**src/rtl/disparity_filter_pkg.sv**
```systemverilog
// Shared widths, sum-width helpers and FSM state codes for the disparity normalizer.
package disparity_filter_pkg;

    localparam int unsigned CONF_W        = 8;
    localparam int unsigned DISP_BITS_DEF = 5;
    localparam int unsigned WIN_LEN_DEF   = 4;

    localparam logic [0:0] ST_IDLE   = 1'b0;
    localparam logic [0:0] ST_DIVIDE = 1'b1;

    function automatic int unsigned dc_sum_w(input int unsigned disp_bits, input int unsigned ab);
        return CONF_W + disp_bits + ab;
    endfunction

    function automatic int unsigned c_sum_w(input int unsigned ab);
        return CONF_W + ab;
    endfunction

endpackage

```
**src/rtl/disparity_normalizer_if.sv**
```systemverilog
// Sample stream in / filtered disparity out bundle for disparity_normalizer.
interface disparity_normalizer_if
    import disparity_filter_pkg::*;
#(
    parameter int unsigned DISP_BITS = DISP_BITS_DEF
);
    logic [CONF_W+DISP_BITS-1:0] disp_conf_in;
    logic [CONF_W-1:0]           conf_in;
    logic                        in_valid;
    logic                        flush;
    logic [DISP_BITS-1:0]        disp_out;
    logic [CONF_W-1:0]           conf_out;
    logic                        out_valid;
    logic                        overrun_err;

    modport master (
        output disp_conf_in, conf_in, in_valid, flush,
        input  disp_out, conf_out, out_valid, overrun_err
    );

    modport slave (
        input  disp_conf_in, conf_in, in_valid, flush,
        output disp_out, conf_out, out_valid, overrun_err
    );
endinterface

```
**src/rtl/seq_restoring_divider.sv**
```systemverilog
// Restoring divider, one quotient bit per clock MSB first; quotient_c/done_c are valid on the final edge.
module seq_restoring_divider #(
    parameter int unsigned DIVIDEND_W = 16,
    parameter int unsigned DIVISOR_W  = 10,
    parameter int unsigned QUOT_W     = 5
) (
    input  logic                  clk,
    input  logic                  rst_n,
    input  logic                  start,
    input  logic [DIVIDEND_W-1:0] dividend,
    input  logic [DIVISOR_W-1:0]  divisor,
    output logic                  busy,
    output logic                  done_c,
    output logic [QUOT_W-1:0]     quotient_c
);
    localparam int unsigned SW = (QUOT_W > 1) ? $clog2(QUOT_W) : 1;
    localparam int unsigned CW = DIVIDEND_W + DIVISOR_W;

    logic                  active_q, active_d;
    logic [SW-1:0]         step_q, step_d;
    logic [DIVIDEND_W-1:0] rem_q, rem_d;
    logic [DIVISOR_W-1:0]  dsr_q, dsr_d;
    logic [QUOT_W-1:0]     quo_q, quo_d;
    logic                  ovf_q, ovf_d;

    logic [SW-1:0]         shift_c;
    logic [CW-1:0]         trial_c;
    logic                  fits_c;
    logic [QUOT_W-1:0]     quo_next_c;

    assign busy = active_q;

    always_comb begin
        shift_c    = SW'(QUOT_W - 1) - step_q;
        trial_c    = CW'(dsr_q) << shift_c;
        fits_c     = CW'(rem_q) >= trial_c;
        quo_next_c = {quo_q[QUOT_W-2:0], fits_c};
        done_c     = active_q && (step_q == SW'(QUOT_W - 1));
        // zero divisor reports 0; a quotient too wide for QUOT_W saturates
        if (dsr_q == '0) begin
            quotient_c = '0;
        end else if (ovf_q) begin
            quotient_c = '1;
        end else begin
            quotient_c = quo_next_c;
        end

        active_d = active_q;
        step_d   = step_q;
        rem_d    = rem_q;
        dsr_d    = dsr_q;
        quo_d    = quo_q;
        ovf_d    = ovf_q;
        if (active_q) begin
            step_d = step_q + 1'b1;
            quo_d  = quo_next_c;
            if (fits_c) begin
                rem_d = rem_q - DIVIDEND_W'(trial_c);
            end
            if (done_c) begin
                active_d = 1'b0;
            end
        end
        if (start) begin
            active_d = 1'b1;
            step_d   = '0;
            rem_d    = dividend;
            dsr_d    = divisor;
            quo_d    = '0;
            ovf_d    = CW'(dividend >> QUOT_W) >= CW'(divisor);
        end
    end

    always_ff @(posedge clk or negedge rst_n) begin
        if (!rst_n) begin
            active_q <= 1'b0;
            step_q   <= '0;
            rem_q    <= '0;
            dsr_q    <= '0;
            quo_q    <= '0;
            ovf_q    <= 1'b0;
        end else begin
            active_q <= active_d;
            step_q   <= step_d;
            rem_q    <= rem_d;
            dsr_q    <= dsr_d;
            quo_q    <= quo_d;
            ovf_q    <= ovf_d;
        end
    end
endmodule

```
**src/rtl/disparity_normalizer.sv**
```systemverilog
// Confidence-weighted window average of the disparity stream.
// Define DISP_NORM_ROUND_EN for round-half-up quotients; default build truncates.
module disparity_normalizer
    import disparity_filter_pkg::*;
#(
    parameter int unsigned disp_bits = DISP_BITS_DEF,
    parameter int unsigned win_len   = WIN_LEN_DEF
) (
    input  logic                   clk,
    input  logic                   reset_n,
    disparity_normalizer_if.slave  bus
);
    localparam int unsigned AB    = $clog2(win_len);
    localparam int unsigned DC_W  = dc_sum_w(disp_bits, AB);
    localparam int unsigned C_W   = c_sum_w(AB);
    localparam int unsigned DVD_W = DC_W + 1;

    logic [DC_W-1:0]      dc_sum_q, dc_sum_d;
    logic [C_W-1:0]       c_sum_q, c_sum_d;
    logic [AB-1:0]        cnt_q, cnt_d;
    logic [0:0]           state_q, state_d;
    logic [disp_bits-1:0] disp_out_q, disp_out_d;
    logic [CONF_W-1:0]    conf_out_q, conf_out_d;
    logic [CONF_W-1:0]    conf_pend_q, conf_pend_d;
    logic                 out_valid_q, out_valid_d;
    logic                 overrun_q, overrun_d;

    logic [DC_W-1:0]      dc_total_c;
    logic [C_W-1:0]       c_total_c;
    logic [DVD_W-1:0]     dividend_c;
    logic                 win_done_c;
    logic                 busy_c;
    logic                 start_c;
    logic                 div_busy;
    logic                 div_done_c;
    logic [disp_bits-1:0] quot_c;

    seq_restoring_divider #(
        .DIVIDEND_W (DVD_W),
        .DIVISOR_W  (C_W),
        .QUOT_W     (disp_bits)
    ) u_div (
        .clk        (clk),
        .rst_n      (reset_n),
        .start      (start_c),
        .dividend   (dividend_c),
        .divisor    (c_total_c),
        .busy       (div_busy),
        .done_c     (div_done_c),
        .quotient_c (quot_c)
    );

    always_comb begin
        dc_total_c = dc_sum_q + DC_W'(bus.disp_conf_in);
        c_total_c  = c_sum_q + C_W'(bus.conf_in);
        win_done_c = bus.in_valid && !bus.flush && (cnt_q == AB'(win_len - 1));
        // the divider's final edge can already take the next window
        busy_c     = div_busy && !div_done_c;
        start_c    = win_done_c && !busy_c;
`ifdef DISP_NORM_ROUND_EN
        dividend_c = DVD_W'(dc_total_c) + DVD_W'(c_total_c >> 1);
`else
        dividend_c = DVD_W'(dc_total_c);
`endif

        dc_sum_d    = dc_sum_q;
        c_sum_d     = c_sum_q;
        cnt_d       = cnt_q;
        state_d     = state_q;
        disp_out_d  = disp_out_q;
        conf_out_d  = conf_out_q;
        conf_pend_d = conf_pend_q;
        out_valid_d = 1'b0;
        overrun_d   = overrun_q || (win_done_c && busy_c);

        if (bus.flush || win_done_c) begin
            dc_sum_d = '0;
            c_sum_d  = '0;
            cnt_d    = '0;
        end else if (bus.in_valid) begin
            dc_sum_d = dc_total_c;
            c_sum_d  = c_total_c;
            cnt_d    = cnt_q + 1'b1;
        end

        if (start_c) begin
            conf_pend_d = CONF_W'(c_total_c >> AB);
        end

        case (state_q)
            ST_IDLE:   if (start_c) state_d = ST_DIVIDE;
            ST_DIVIDE: if (div_done_c && !start_c) state_d = ST_IDLE;
            default:   state_d = ST_IDLE;
        endcase

        if (state_q == ST_DIVIDE && div_done_c) begin
            out_valid_d = 1'b1;
            disp_out_d  = quot_c;
            conf_out_d  = conf_pend_q;
        end
    end

    always_ff @(posedge clk or negedge reset_n) begin
        if (!reset_n) begin
            dc_sum_q    <= '0;
            c_sum_q     <= '0;
            cnt_q       <= '0;
            state_q     <= ST_IDLE;
            disp_out_q  <= '0;
            conf_out_q  <= '0;
            conf_pend_q <= '0;
            out_valid_q <= 1'b0;
            overrun_q   <= 1'b0;
        end else begin
            dc_sum_q    <= dc_sum_d;
            c_sum_q     <= c_sum_d;
            cnt_q       <= cnt_d;
            state_q     <= state_d;
            disp_out_q  <= disp_out_d;
            conf_out_q  <= conf_out_d;
            conf_pend_q <= conf_pend_d;
            out_valid_q <= out_valid_d;
            overrun_q   <= overrun_d;
        end
    end

    assign bus.disp_out    = disp_out_q;
    assign bus.conf_out    = conf_out_q;
    assign bus.out_valid   = out_valid_q;
    assign bus.overrun_err = overrun_q;
endmodule

```
**src/flat_wrapper.sv**
```systemverilog
// flat-port wrapper written by rule: the top's interface ports become plain ports
module disparity_normalizer_flat import disparity_filter_pkg::*;
#(
    parameter int unsigned disp_bits = DISP_BITS_DEF,
    parameter int unsigned win_len   = WIN_LEN_DEF
)
  (clk, reset_n, bus_disp_conf_in, bus_conf_in, bus_in_valid, bus_flush, bus_disp_out, bus_conf_out, bus_out_valid, bus_overrun_err);
  disparity_normalizer_if #(.DISP_BITS((5))) bus_i ();
  input  logic clk;
  input  logic reset_n;
  input wire logic [$bits(bus_i.disp_conf_in)-1:0] bus_disp_conf_in;
  input wire logic [$bits(bus_i.conf_in)-1:0] bus_conf_in;
  input wire logic [$bits(bus_i.in_valid)-1:0] bus_in_valid;
  input wire logic [$bits(bus_i.flush)-1:0] bus_flush;
  output wire logic [$bits(bus_i.disp_out)-1:0] bus_disp_out;
  output wire logic [$bits(bus_i.conf_out)-1:0] bus_conf_out;
  output wire logic [$bits(bus_i.out_valid)-1:0] bus_out_valid;
  output wire logic [$bits(bus_i.overrun_err)-1:0] bus_overrun_err;
  assign bus_i.disp_conf_in = bus_disp_conf_in;
  assign bus_i.conf_in = bus_conf_in;
  assign bus_i.in_valid = bus_in_valid;
  assign bus_i.flush = bus_flush;
  assign bus_disp_out = bus_i.disp_out;
  assign bus_conf_out = bus_i.conf_out;
  assign bus_out_valid = bus_i.out_valid;
  assign bus_overrun_err = bus_i.overrun_err;
  disparity_normalizer #(.disp_bits(disp_bits), .win_len(win_len)) u_core (.clk(clk), .reset_n(reset_n), .bus(bus_i));
endmodule
```
**config.mk**
```make
export PLATFORM = sky130hd
export DESIGN_NAME = disparity_normalizer_flat
export DESIGN_NICKNAME = d
export VERILOG_FILES = /design/src/rtl/disparity_filter_pkg.sv /design/src/rtl/disparity_normalizer_if.sv /design/src/rtl/seq_restoring_divider.sv /design/src/rtl/disparity_normalizer.sv /design/src/flat_wrapper.sv
export SDC_FILE = /design/constraint.sdc
export NUM_CORES = 1
export LEC_CHECK = 0
export ABC_AREA = 1
export CAP_MARGIN = 20
export CELL_PAD_IN_SITES_DETAIL_PLACEMENT = 1
export CELL_PAD_IN_SITES_GLOBAL_PLACEMENT = 2
export CORE_MARGIN = 2
export CORE_UTILIZATION = 30
export CTS_BUF_LIST = sky130_fd_sc_hd__clkbuf_8 sky130_fd_sc_hd__clkbuf_16
export CTS_CLUSTER_SIZE = 20
export DETAILED_ROUTE_END_ITERATION = 6
export PLACE_DENSITY_LB_ADDON = 0.3
export SLEW_MARGIN = 20
export SYNTH_ARGS = -nofsm -noshare
export SYNTH_HDL_FRONTEND = slang
export SYNTH_SLANG_ARGS = --single-unit
```
**constraint.sdc**
```tcl
create_clock -name clk -period 4.13 [get_ports clk]
set_clock_uncertainty 0.05 [all_clocks]
set_input_delay 0.6195 -clock clk [delete_from_list [all_inputs] [get_ports clk]]
set_output_delay 0.6195 -clock clk [all_outputs]
set_load 0.1 [all_outputs]
```
# Word-level counts from Yosys, hierarchy flattened
# Cells that the tools add are included.
word_totals:
  register_bits: 86
  in_bits: 25
  wordCells: 68
op_classes:
  n_addsub: 6
  n_lt_le_gt_ge: 2
  eq_ne: 2
  shift: 1
  n_mux: 22
  n_bitwise: 1
  n_reduce_logical: 19
op_table:
  columns: ["cell", "count"]
  rows:
  - ["$mux 16", 3]
  - ["$mux 15", 2]
  - ["$ge 16x26->1", 1]
  - ["$shl 10x3->26", 1]
  - ["$mux 10", 2]
  - ["$sub 16x16->16", 1]
  - ["$add 15x13->15", 1]
  - ["$add 10x8->10", 1]
  - ["$ge 10x10->1", 1]
  - ["$logic_not 10->1", 1]
  - ["$mux 5", 2]
  - ["$logic_and 1x1->1", 8]
  - ["$mux 4", 2]
  - ["$mux 1", 6]
  - ["$mux 3", 2]
  - ["$reduce_bool 2->1", 3]
  - ["$logic_not 1->1", 4]
  - ["$mux 2", 2]
  - ["$add 3x1->3 const B", 1]
  - ["$eq 3x3->1 const B", 1]
  - ["$sub 3x3->3 const A", 1]
  - ["$add 2x1->2 const B", 1]
  - ["$eq 2x2->1 const B", 1]
  - ["$logic_or 1x1->1", 2]
  - ["other kinds (3)", 3]

# Logic depth before layout (Yosys ltp)
depth:
  depth_word: 10
  depth_mapped: 23
  ltp_nobuf: 20

# Modules after synthesis
# A second synthesis with hierarchy kept.
unflattened:
  cells_unflattened: 971
  hier_area_um2: 6593.8
modules_own_cells:
  columns: ["module", "n_inst", "cells_per_inst", "area_per_inst_um2", "seq_area_each_um2"]
  rows:
  - ["seq_restoring_divider", 1, 536, 3331.9, 875.8]
  - ["disparity_normalizer", 1, 435, 3261.9, 1276.2]

# Least setup slack after synthesis
# Ideal clock, no wire load.
synth_timing:
  kind: "register to register"
  startpoint: "register u_core.u_div.step_q[0]"
  endpoint: "register u_core.u_div.rem_q[1]"
  arrival_ns: 2.827
  required_ns: 3.963
  path_slack_ns: 1.137
  stages_incl_launch_ff: 21
  n_path_buf: 4
  path_cell_list: "dfrtp_1 -> buf_6 -> inv_4 -> ha_1 -> buf_6 -> inv_4 -> clkbuf_1 -> nand3_1 -> nand2_1 -> o21ai_0 -> ha_1 -> nand2_1 -> nor2_1 -> nand3_1 -> nand3_2 -> nand2_2 -> nand3_4 -> nand2_4 -> buf_12 -> nand2_1 -> nand2_1"
synth_between:
  elab_chain_len: 8
synth_lines:
  columns: ["item", "line", "text"]
  rows:
  - ["start, declared", "seq_restoring_divider.sv:20", "logic [SW-1:0] step_q, step_d;"]
  - ["start signal, assigned", "seq_restoring_divider.sv:84", "step_q <= step_d;"]
  - ["branches (longest 8 deep; another with $sub 16x16->16)", null, null]
  - ["end signal, assigned", "seq_restoring_divider.sv:85", "rem_q <= rem_d;"]
  - ["end, declared", "seq_restoring_divider.sv:21", "logic [DIVIDEND_W-1:0] rem_q, rem_d;"]
# Parallel ways; which one is timed is not known. The select of a mux whose other input is x is not followed.
# A chain may end at the register's enable or synchronous reset.

# Worst setup path after layout
layout_timing:
  startpoint: "register u_core.u_div.step_q[0]"
  endpoint: "register u_core.u_div.rem_q[12]"
# The elaborated chain is that of the path after synthesis.

==> impl_metrics.tcl <==
set metrics [dict create \
    run_status "finished clean" \
    average_detailed_routed_wire_length_per_instance_um 15.4 \
    chipHeight_um 147 \
    final.period_utilization_pct 84.5 \
    cts-root-buf "clkbuf_16" \
    worst_ep_arrival_ps 3680 \
    critical-path-slowest-cell "ha_1" \
    n_fill_cell 2577 \
    worst_setup_hold_path_clk_slew_ps 70 \
    drv_slew 0 \
    io_buffers 39 \
    rows 52 \
    peak_per_stage_delay_on_the_critical_path_ps 650 \
    cts.htree.levels 3 \
    tns_ps 0 \
    setup_violations_final 0 \
    hp-class "in2async" \
    synthesis.yosys.warnings 0 \
    cts_tree "built" \
    regToRegSetupSlack_ps 640 \
    place.detailed.hpwl_mm 15.0 \
    global_route_wire_length_before_repair_mm 30.9 \
    detail_route.vias_per_cell 4.67 \
    starting_utilization_of_the_core_area_pct 30.5 \
    cap_violations 0 \
    timing.rr.end "u_core.u_div.rem_q[12]$_DFFE_PN0P_" \
    grt_usage_pct 18.2 \
    synth_ff_type "dfrtp_1" \
    post_synthesis_cell_area_um2 6120 \
    pin_count 40 \
    clock_tree.buffer_depth 2 \
    floorplan.core_area_um2 20100 \
    cts_hold_buffers 0 \
    timing.critical_path.fanout_max 21 \
    cp.required_ps 4320 \
    power.density_nw_per_um2 826 \
    cts_made_buffers 9 \
    rr_startpoint "u_core.u_div.step_q[0]$_DFFE_PN0P_" \
    drc_errors 0 \
    num-nets-final 1025 \
    grt_remaining_overflow 0 \
    grt_pass1_vias 5870 \
    reg2regPathDepth 16 \
    critical_path.cell_chain "inv_4 -> ha_1 -> ha_1 -> inv_1 -> nand2_1 -> o21ai_0 -> ha_1 -> nand2_2 -> nor2_1 -> nand4_1 -> nand3_1 -> nand2_1 -> nand3_4 -> nand2_4 -> nand2_1 -> nand2_1" \
    synthCells 907 \
    rsz0062_at_grt "no" \
    leakagePower_uw 0.00377 \
    seq_area_frac_synth_pct 31.9 \
    synth_enable_flop_cells 0 \
    critical_path.endpoint_type "register" \
    via_count 5704 \
    cpMostUsedCell "nand2_1" \
    fp.dieArea_um2 21600 \
    timing.critical_path.buf_inv 2 \
    grt_max_degree 55 \
    worstMarginPinSlew_ps 976 \
    area_growth_from_synthesis_to_layout_pct 16.1 \
    detailedRoute.firstPassIterationCount 4 \
    cpLargestDelayFamily "simple AND/OR/NAND/NOR gates" \
    drt.antenna.violating_nets 0 \
    globalplace.congestion 0.797 \
    netlist-cell-type-count 39 \
    layout-drive-gt1-share_pct 5.68 \
    antenna_cells_inserted 0 \
    timing.critical_path.from_type "register" \
    finalHoldViolCount 0 \
    synth.avg_cell_area_um2 6.75 \
    initialDrtViolationCount 250 \
    postSynthRegisterBits 78 \
    cts_resized 0 \
    synth_fp_nets 986 \
    asyncSetResetFlopFracSynth_pct 100 \
    totalWireLength_mm 18.8 \
    cts_setup_buffers 0 \
    period_needed_ps 3490 \
    numClockSinks 78 \
    die_x_um 147 \
    antenna_found_initial 0 \
    max_freq_ghz 0.287 \
    fin_total_pwr_uw 5870 \
    timing_worst_setup_path_type "reg2reg" \
    vdd_ir_drop_max_v 0.000264 \
    worst_slew_margin_rel_pct 34.8 \
    clk_latency_ps 350 \
]
layer usage:
layer / up-vias / global-route usage [%] / share of wire, %
met3: 15 / 2.42 / 2.2
met4: 0 / 4.56 / 1.3
met1: 2673 / 25.4 / 50
met2: 47 / 30.1 / 46
met5: - / 0 / 0
li1: 2969 / - / -
flip-flops by register name, summed over array words and instances (netlist names):
name                    count
u_core.bus.out_valid        1
u_core.u_div.ovf_q          1
u_core.u_div.dsr_q         10
u_core.u_div.quo_q          4
u_core.u_div.step_q         3
u_core.bus.overrun_err      1
u_core.bus.conf_out         8
u_core.bus.disp_out         5
u_core.cnt_q                2
u_core.state_q              1
u_core.dc_sum_q            15
u_core.u_div.busy           1
u_core.u_div.rem_q         16
u_core.c_sum_q             10
worst max path at each step:
stage	from	end	slack (ps)	depth (start not counted)
floorplan	u_core.u_div.step_q[0]$_DFFE_PN0P_	u_core.u_div.rem_q[1]$_DFFE_PN0P_	1140	20
global placement	bus_conf_in[0]	u_core.u_div.ovf_q$_DFFE_PN0P_	530	19
detailed placement	bus_conf_in[0]	u_core.u_div.ovf_q$_DFFE_PN0P_	450	19
CTS	u_core.u_div.step_q[0]$_DFFE_PN0P_	u_core.u_div.rem_q[12]$_DFFE_PN0P_	620	16
global route	u_core.u_div.step_q[0]$_DFFE_PN0P_	u_core.u_div.rem_q[12]$_DFFE_PN0P_	290	16
finish	u_core.u_div.step_q[0]$_DFFE_PN0P_	u_core.u_div.rem_q[12]$_DFFE_PN0P_	640	16
where the power goes:
part           switching, uW  internal, uW
combinational           2640          1330
clock                    367           490
sequential               129           909
through the flow:
stage	hold WS, ps	worst slack [ps]	instances	utilization (%)	area (um2)
after global routing	325	294	1221	35.3	7110
after detailed placement	415	449	1205	33.8	6800
after global placement	409	534	1205	33.8	6800
after floorplan	274	1140	907	-	6120
after CTS	304	623	1221	35.3	7110
final	274	642	1221	35.3	7110
cells in the final DEF (no fill, tap or decap), types with 10 or more instances in the layout:
cell type,count
nand3_1,69
nor2_1,48
and2_1,10
clkdlybuf4s50_1,38
a21oi_1,22
nand2_2,12
ha_1,51
inv_1,118
o21ai_0,69
nand2_1,335
nand4_1,11
dfrtp_1,78
cells in the mapped netlist, types with 3 or more instances:
master / instances / area, um2
a21oi_1: 22 / 110
xnor2_1: 7 / 61.3
xor2_1: 8 / 70.1
and2_1: 10 / 62.6
nand2_2: 12 / 75.1
nand4_1: 11 / 68.8
fa_1: 3 / 60.1
buf_2: 6 / 30.0
or2_2: 6 / 37.5
o21ai_1: 3 / 15.0
nand3b_1: 7 / 52.6
o21ai_0: 69 / 345
a22o_1: 3 / 26.3
clkbuf_1: 10 / 37.5
ha_1: 51 / 638
dfrtp_1: 78 / 1950
o22ai_1: 5 / 31.3
nor2_1: 48 / 180
nor3_1: 3 / 15.0
nand2_1: 335 / 1260
inv_1: 118 / 443
nand3_1: 69 / 345
cell type report:
class                   count  area [um2]  area share (%)
multi-input cells         688        3600            50.6
flip-flops and latches     78        1950            27.5
well taps                 270         338            4.75
repair buffers             47         448            6.30
clock buffers              10         239            3.36
inverters                 122         463            6.51
clock inverters             6        68.8           0.968
cell families (layout without fill, tap and decap cells):
kind of cell               Yosys count  count (layout)  synth area share (%)
AOI/OAI and AO/OA                  109             109                  9.48
xor gates and xnor gates            15              15                  2.15
adders and majority gates           54              54                  11.4
buffers and inverters              141             185                  9.36
DFF                                 78              78                  31.9
and+or+nand+nor                    510             510                  35.7
Power figures use the tool's default switching activity.
==> patch 1: new RTL, config.mk and constraints unchanged <==
`dc_sum_q` and `c_sum_q` no longer have a reset.
--- a/src/rtl/disparity_normalizer.sv
+++ b/src/rtl/disparity_normalizer.sv
@@ -104,4 +104,2 @@
         if (!reset_n) begin
-            dc_sum_q    <= '0;
-            c_sum_q     <= '0;
             cnt_q       <= '0;
@@ -114,4 +112,2 @@
         end else begin
-            dc_sum_q    <= dc_sum_d;
-            c_sum_q     <= c_sum_d;
             cnt_q       <= cnt_d;
@@ -126,2 +122,7 @@
 
+    always_ff @(posedge clk) begin
+        dc_sum_q <= dc_sum_d;
+        c_sum_q  <= c_sum_d;
+    end
+
     assign bus.disp_out    = disp_out_q;
Function: changed (Yosys sat finds a counterexample within 10 cycles, from zero or initial values and one cycle with reset_n low).
==> patch 1 against the unedited design <==
- synthesized cell count is 3.3% higher
- sequential share of layout area is 1.5 points lower
- power down 1.9%
- count of clock-buffer cells in the layout down 1
- critical path depth is 4 higher
- cell area fell by 1.1%
- area after synthesis fell by 0.76%
- routed wire length rose by 1.6%
- setup slack improved by 79 ps
- sequential cell count unchanged
- first-iteration DRC count decreased by 29%
- highest routed layer unchanged
==> patch 1: results (changes against the unedited design) <==
status completed; pre-CTS setup slack 488.0 ps (+39.06 ps); Max Buffers Root-to-Sink 2 (unchanged); Max stage delay cell, worst path dfrtp_1; # fillers 2652 (+2.9%); Logic pwr share 68.0% (+0.3 points); number of global-route vias before repair 5998 (+2.2%); first-pass GRT wire length 31.36 mm (+1.5%); Worst-path clk slew 70 ps (about the same); Synth top cells by count nand2_1 (324), inv_1 (145), nand3_1 (66), o21ai_0 (66), nor2_1 (64); maximum fanout along the worst path 15 (-29%); share of layout cells above drive strength 1 4.303% (-1.4 points); fin nets 1050 (+2.4%); cell-internal power 0.002650 W (-3.0%); WL/cell 15.30 um (-0.47%); r2r endpoint u_core.u_div.rem_q[14]; GRT Overall Usage 18.62% (+0.37 points); syn nets 1016 (+3.0%); met2 GRT Util 32.71% (+2.6 points); CTS Buf Count 9 (unchanged); Root Buffer clkbuf_16; Crit Path Class reg2reg; critical path startpoint u_core.u_div.step_q[0]; CP max stage delay 380 ps (-270 ps); largest net degree at the start of global routing 49 (-11%); main area contributors after synthesis dfrtp_1 (22%), nand2_1 (20%), ha_1 (11%); n_diodes 0 (unchanged); VDD IR-drop max 0.2751 mV (+4.1%); prevailing post-synth register cell dfrtp_1; initial antenna violation count 0 (unchanged); post-DP HPWL 15.47 mm (+3.1%); met1 Use GR 24.34% (-1.1 points); Leakage 3.802 nW (+0.97%); routing usage on met3 2.625% (+0.20 points); drt via density 4.595 (-1.6%); Data arrival, critical path 3600 ps (-80 ps); Seq/Total Area, Yosys 30.06% (-1.8 points); Post-CTS Repair Setup Buffers 0 (unchanged); Worst-Margin Slew 991.4 ps (+15.83 ps); Sequential Power Share 18.0% (+0.3 points); Yosys cell types 41 (+5.1%); R2R setup slack 720 ps (+80 ps); Tcrit/Tclk final 82.56% (-1.9 points); PostCTS Resize Cnt 0 (unchanged); fraction of registers with async set/reset 67.95% (-32 points); CP top delay family simple AND/OR/NAND/NOR gates; placer congestion estimate 0.8543 (+7.3%); initial DRC count 177 (-29%)
[patch 1: cell types whose count changed after synthesis, sizes merged, moves of 6 or more]
cell    change
dfrtp      -25
dfxtp      +25
inv        +25
nand2      -19
nor2       +18
a21oi      +12
o211ai      +8
buf         +6
[patch 1: logic make-up (layout without fill, tap and decap cells)]
family	Yosys count	after routing	synth area share (%)
fa+ha+maj	54	54	11.49
buf+inv	171	210	11.10
compound gates	122	122	10.83
simple gates	496	496	34.22
xor+xnor	16	16	2.306
flops	78	78	30.06
[patch 1: cell type report]
type	instances	area, sq um	area share, %
Inverter	147	554.3	7.888
Sequential cell	78	1827	26.00
Multi-Input combinational cell	688	3576	50.89
Clock inverter	7	61.31	0.8725
Tap cell	270	337.8	4.808
Clock buffer	9	225.2	3.205
Timing Repair Buffer	47	445.4	6.339
[patch 1: metrics by stage]
| step | util, % | power, W | hold WS, ps | area, sq um | std cells |
|---|---|---|---|---|---|
| 4_1_cts | 35.06 | 0.005830 | 210.3 | 7027 | 1246 |
| 3_5_place_dp | 33.64 | 0.004983 | 415.4 | 6740 | 1230 |
| 2_1_floorplan | - | 0.003929 | 273.9 | 6077 | 937 |
| 6_report | 35.06 | 0.005757 | 199.2 | 7027 | 1246 |
| 3_3_place_gp | 33.64 | 0.004981 | 409.0 | 6740 | 1230 |
| 5_1_grt | 35.06 | 0.006436 | 231.8 | 7027 | 1246 |
[patch 1: routing by layer]
| layer | up-vias | wire length (um) |
|---|---|---|
| li1 | 3029 | - |
| met1 | 2634 | 9235 |
| met2 | 47 | 9240 |
| met3 | 15 | 361 |
| met4 | 0 | 227 |
| met5 | - | 0 |
==> patch 2: new RTL, config.mk and constraints unchanged <==
Without the edit above. Add a define of `DISP_NORM_ROUND_EN`.
--- a/src/rtl/disparity_normalizer.sv
+++ b/src/rtl/disparity_normalizer.sv
@@ -2,2 +2,4 @@
 // Define DISP_NORM_ROUND_EN for round-half-up quotients; default build truncates.
+`define DISP_NORM_ROUND_EN
+
 module disparity_normalizer
Function: changed (Yosys sat finds a counterexample within 10 cycles, from zero or initial values and one cycle with reset_n low).
==> patch 2 against the unedited design <==
- cell area increased by 26%
- synthesized cell count increased by 0.77%
- sequential cell count unchanged
- routed wire length increased by 18%
- setup slack got worse by 570 ps
- power increased by 17%
- critical path depth increased by 13
- area after synthesis increased by 5.1%
- critical path type unchanged
- critical endpoint is now u_core.u_div.ovf_q
- largest cell class unchanged
- highest routed layer unchanged
==> patch 2: results (changes against the unedited design) <==
status completed; via count 6541 (+15%); Post-DP Area 8030 sq um (+18%); n_diodes 0 (unchanged); Syn Inst Count 914 (+0.77%); placer congestion estimate 0.8375 (+5.1%); # fillers 2586 (+0.35%); CP top delay family simple AND/OR/NAND/NOR gates; initial DRC count 237 (-5.2%); count of non-filler cells in the finished layout 1369 (+12%); Yosys cell types 45 (+15%); critical path startpoint u_core.c_sum_q[1]; placed cells 1329 (+10%); WL/cell 16.17 um (+5.2%); CTS Buf Count 9 (unchanged); VDD IR-drop max 0.3448 mV (+30%); initial antenna violation count 0 (unchanged); Max Buffers Root-to-Sink 2 (unchanged); post-DP HPWL 17.41 mm (+16%); Largest regs u_core.u_div.rem_q (16), u_core.dc_sum_q (15); main area contributors after synthesis dfrtp_1 (30%), nand2_1 (15%), ha_1 (11%); Root Buffer clkbuf_16; DR pass1 iterations 4 (unchanged); CP max stage delay 440 ps (-210 ps); Data arrival, critical path 4250 ps (+570 ps); syn nets 1001 (+1.5%); YS warnings 0 (unchanged); Max stage delay cell, worst path dfrtp_2; fraction of registers with async set/reset 100.0% (unchanged); Seq/Total Area, Yosys 30.33% (-1.5 points); H-Tree Depth 3 (unchanged); share of layout cells above drive strength 1 27.15% (+21 points); worst-skew pair later-pin latency 350 ps (about the same); number of global-route vias before repair 6726 (+15%); prevailing post-synth register cell dfrtp_1; first-pass GRT wire length 35.58 mm (+15%); Hold/Removal Path Class in2async; maximum fanout along the worst path 5 (-76%); Leakage 4.510 nW (+20%); aggregate global routing overflow 0 (unchanged); R2R setup slack 70 ps (-570 ps); Rel. slew slack 35.35% (+0.60 points); Synth top cells by count nand2_1 (260), inv_1 (109), o21ai_0 (86), dfrtp_1 (78), nand3_1 (72); Port Buf Inserts 39 (unchanged); Routed Antenna Nets 0 (unchanged); fin nets 1176 (+15%); Worst-path clk slew 70 ps (about the same); GRT Overall Usage 20.30% (+2.1 points); largest net degree at the start of global routing 58 (+5.5%)
## patch 2: cell types whose count changed in the layout (fill, tap and decap cells not counted), moves of 10 or more
cell     unedited run  this run
nand3_2             1        17
ha_1               51        39
o21ai_0            69        85
buf_4               9       142
a21oi_2             0        10
nand2_2            12        33
nand2_1           335       239
ha_4                0        15
inv_1             118       106
## patch 2: final cells by class
cell class / instances / area, sq um / share of cell area, %
Multi-Input combinational cell: 703 / 4447 / 49.78
Sequential cell: 78 / 1953 / 21.87
Timing Repair Buffer: 182 / 1444 / 16.16
Inverter: 115 / 431.7 / 4.833
Tap cell: 275 / 344.1 / 3.852
Clock buffer: 9 / 225.2 / 2.521
Clock inverter: 7 / 87.58 / 0.9805
## patch 2: per-stage QoR
step                utilization, %  power, W  setup slack, ps  TNS [ps]  hold slack (ps)
floorplan                        -  0.004066            21.11         0            273.9
global placement             38.20  0.005592           -704.7    -704.7            414.3
detailed placement           38.20  0.005636           -781.6    -781.6            422.5
CTS                          41.42  0.006709           -58.18    -58.18            295.7
global route                 42.49  0.007539           -180.8    -180.8            330.5
finish                       42.49  0.006871            69.75         0            269.6
## patch 2: worst paths after layout
path	end	depth (start not counted)
max	u_core.u_div.ovf_q	29
min in group clk	u_core.bus.conf_out[4]	2
max in group asynchronous	u_core.dc_sum_q[11]	2
min reg2reg	u_core.bus.conf_out[4]	2
max reg2reg	u_core.u_div.ovf_q	29
min	u_core.cnt_q[0]	1
## patch 2: repair_timing
item	CTS	global route
resized for setup	73	35
setup buffers	17	7
endpoints found under the setup margin	1	1
pin swaps	54	45
## patch 2: logic make-up after synthesis
group | count (synthesis) | synth area share (%)
simple gates | 452 | 31.48
compound gates | 162 | 13.69
buf+inv | 133 | 7.952
flops | 78 | 30.33
fa+ha+maj | 62 | 12.52
xor+xnor | 27 | 4.025
## patch 2: per-layer routing
layer / wire length [um] / global-route usage [%]
met5: 0 / 0
met1: 11230 / 29.50
met3: 559 / 2.455
met4: 272 / 4.340
met2: 10070 / 32.30
## patch 2: power by group
part | internal, W | switching [W] | leakage, nW
registers | 0.000924 | 0.000134 | 1.02
clock network | 0.000484 | 0.000386 | 0.148
logic | 0.00203 | 0.00291 | 3.34
## patch 2: worst register-to-register path, delay by kind of cell, from the launching register on
family / cells / cell delay (ps)
xor+xnor: 1 / 190
buf+inv: 1 / 60
compound gates: 8 / 990
simple gates: 16 / 1520
fa+ha+maj: 3 / 720
flops: 1 / 440
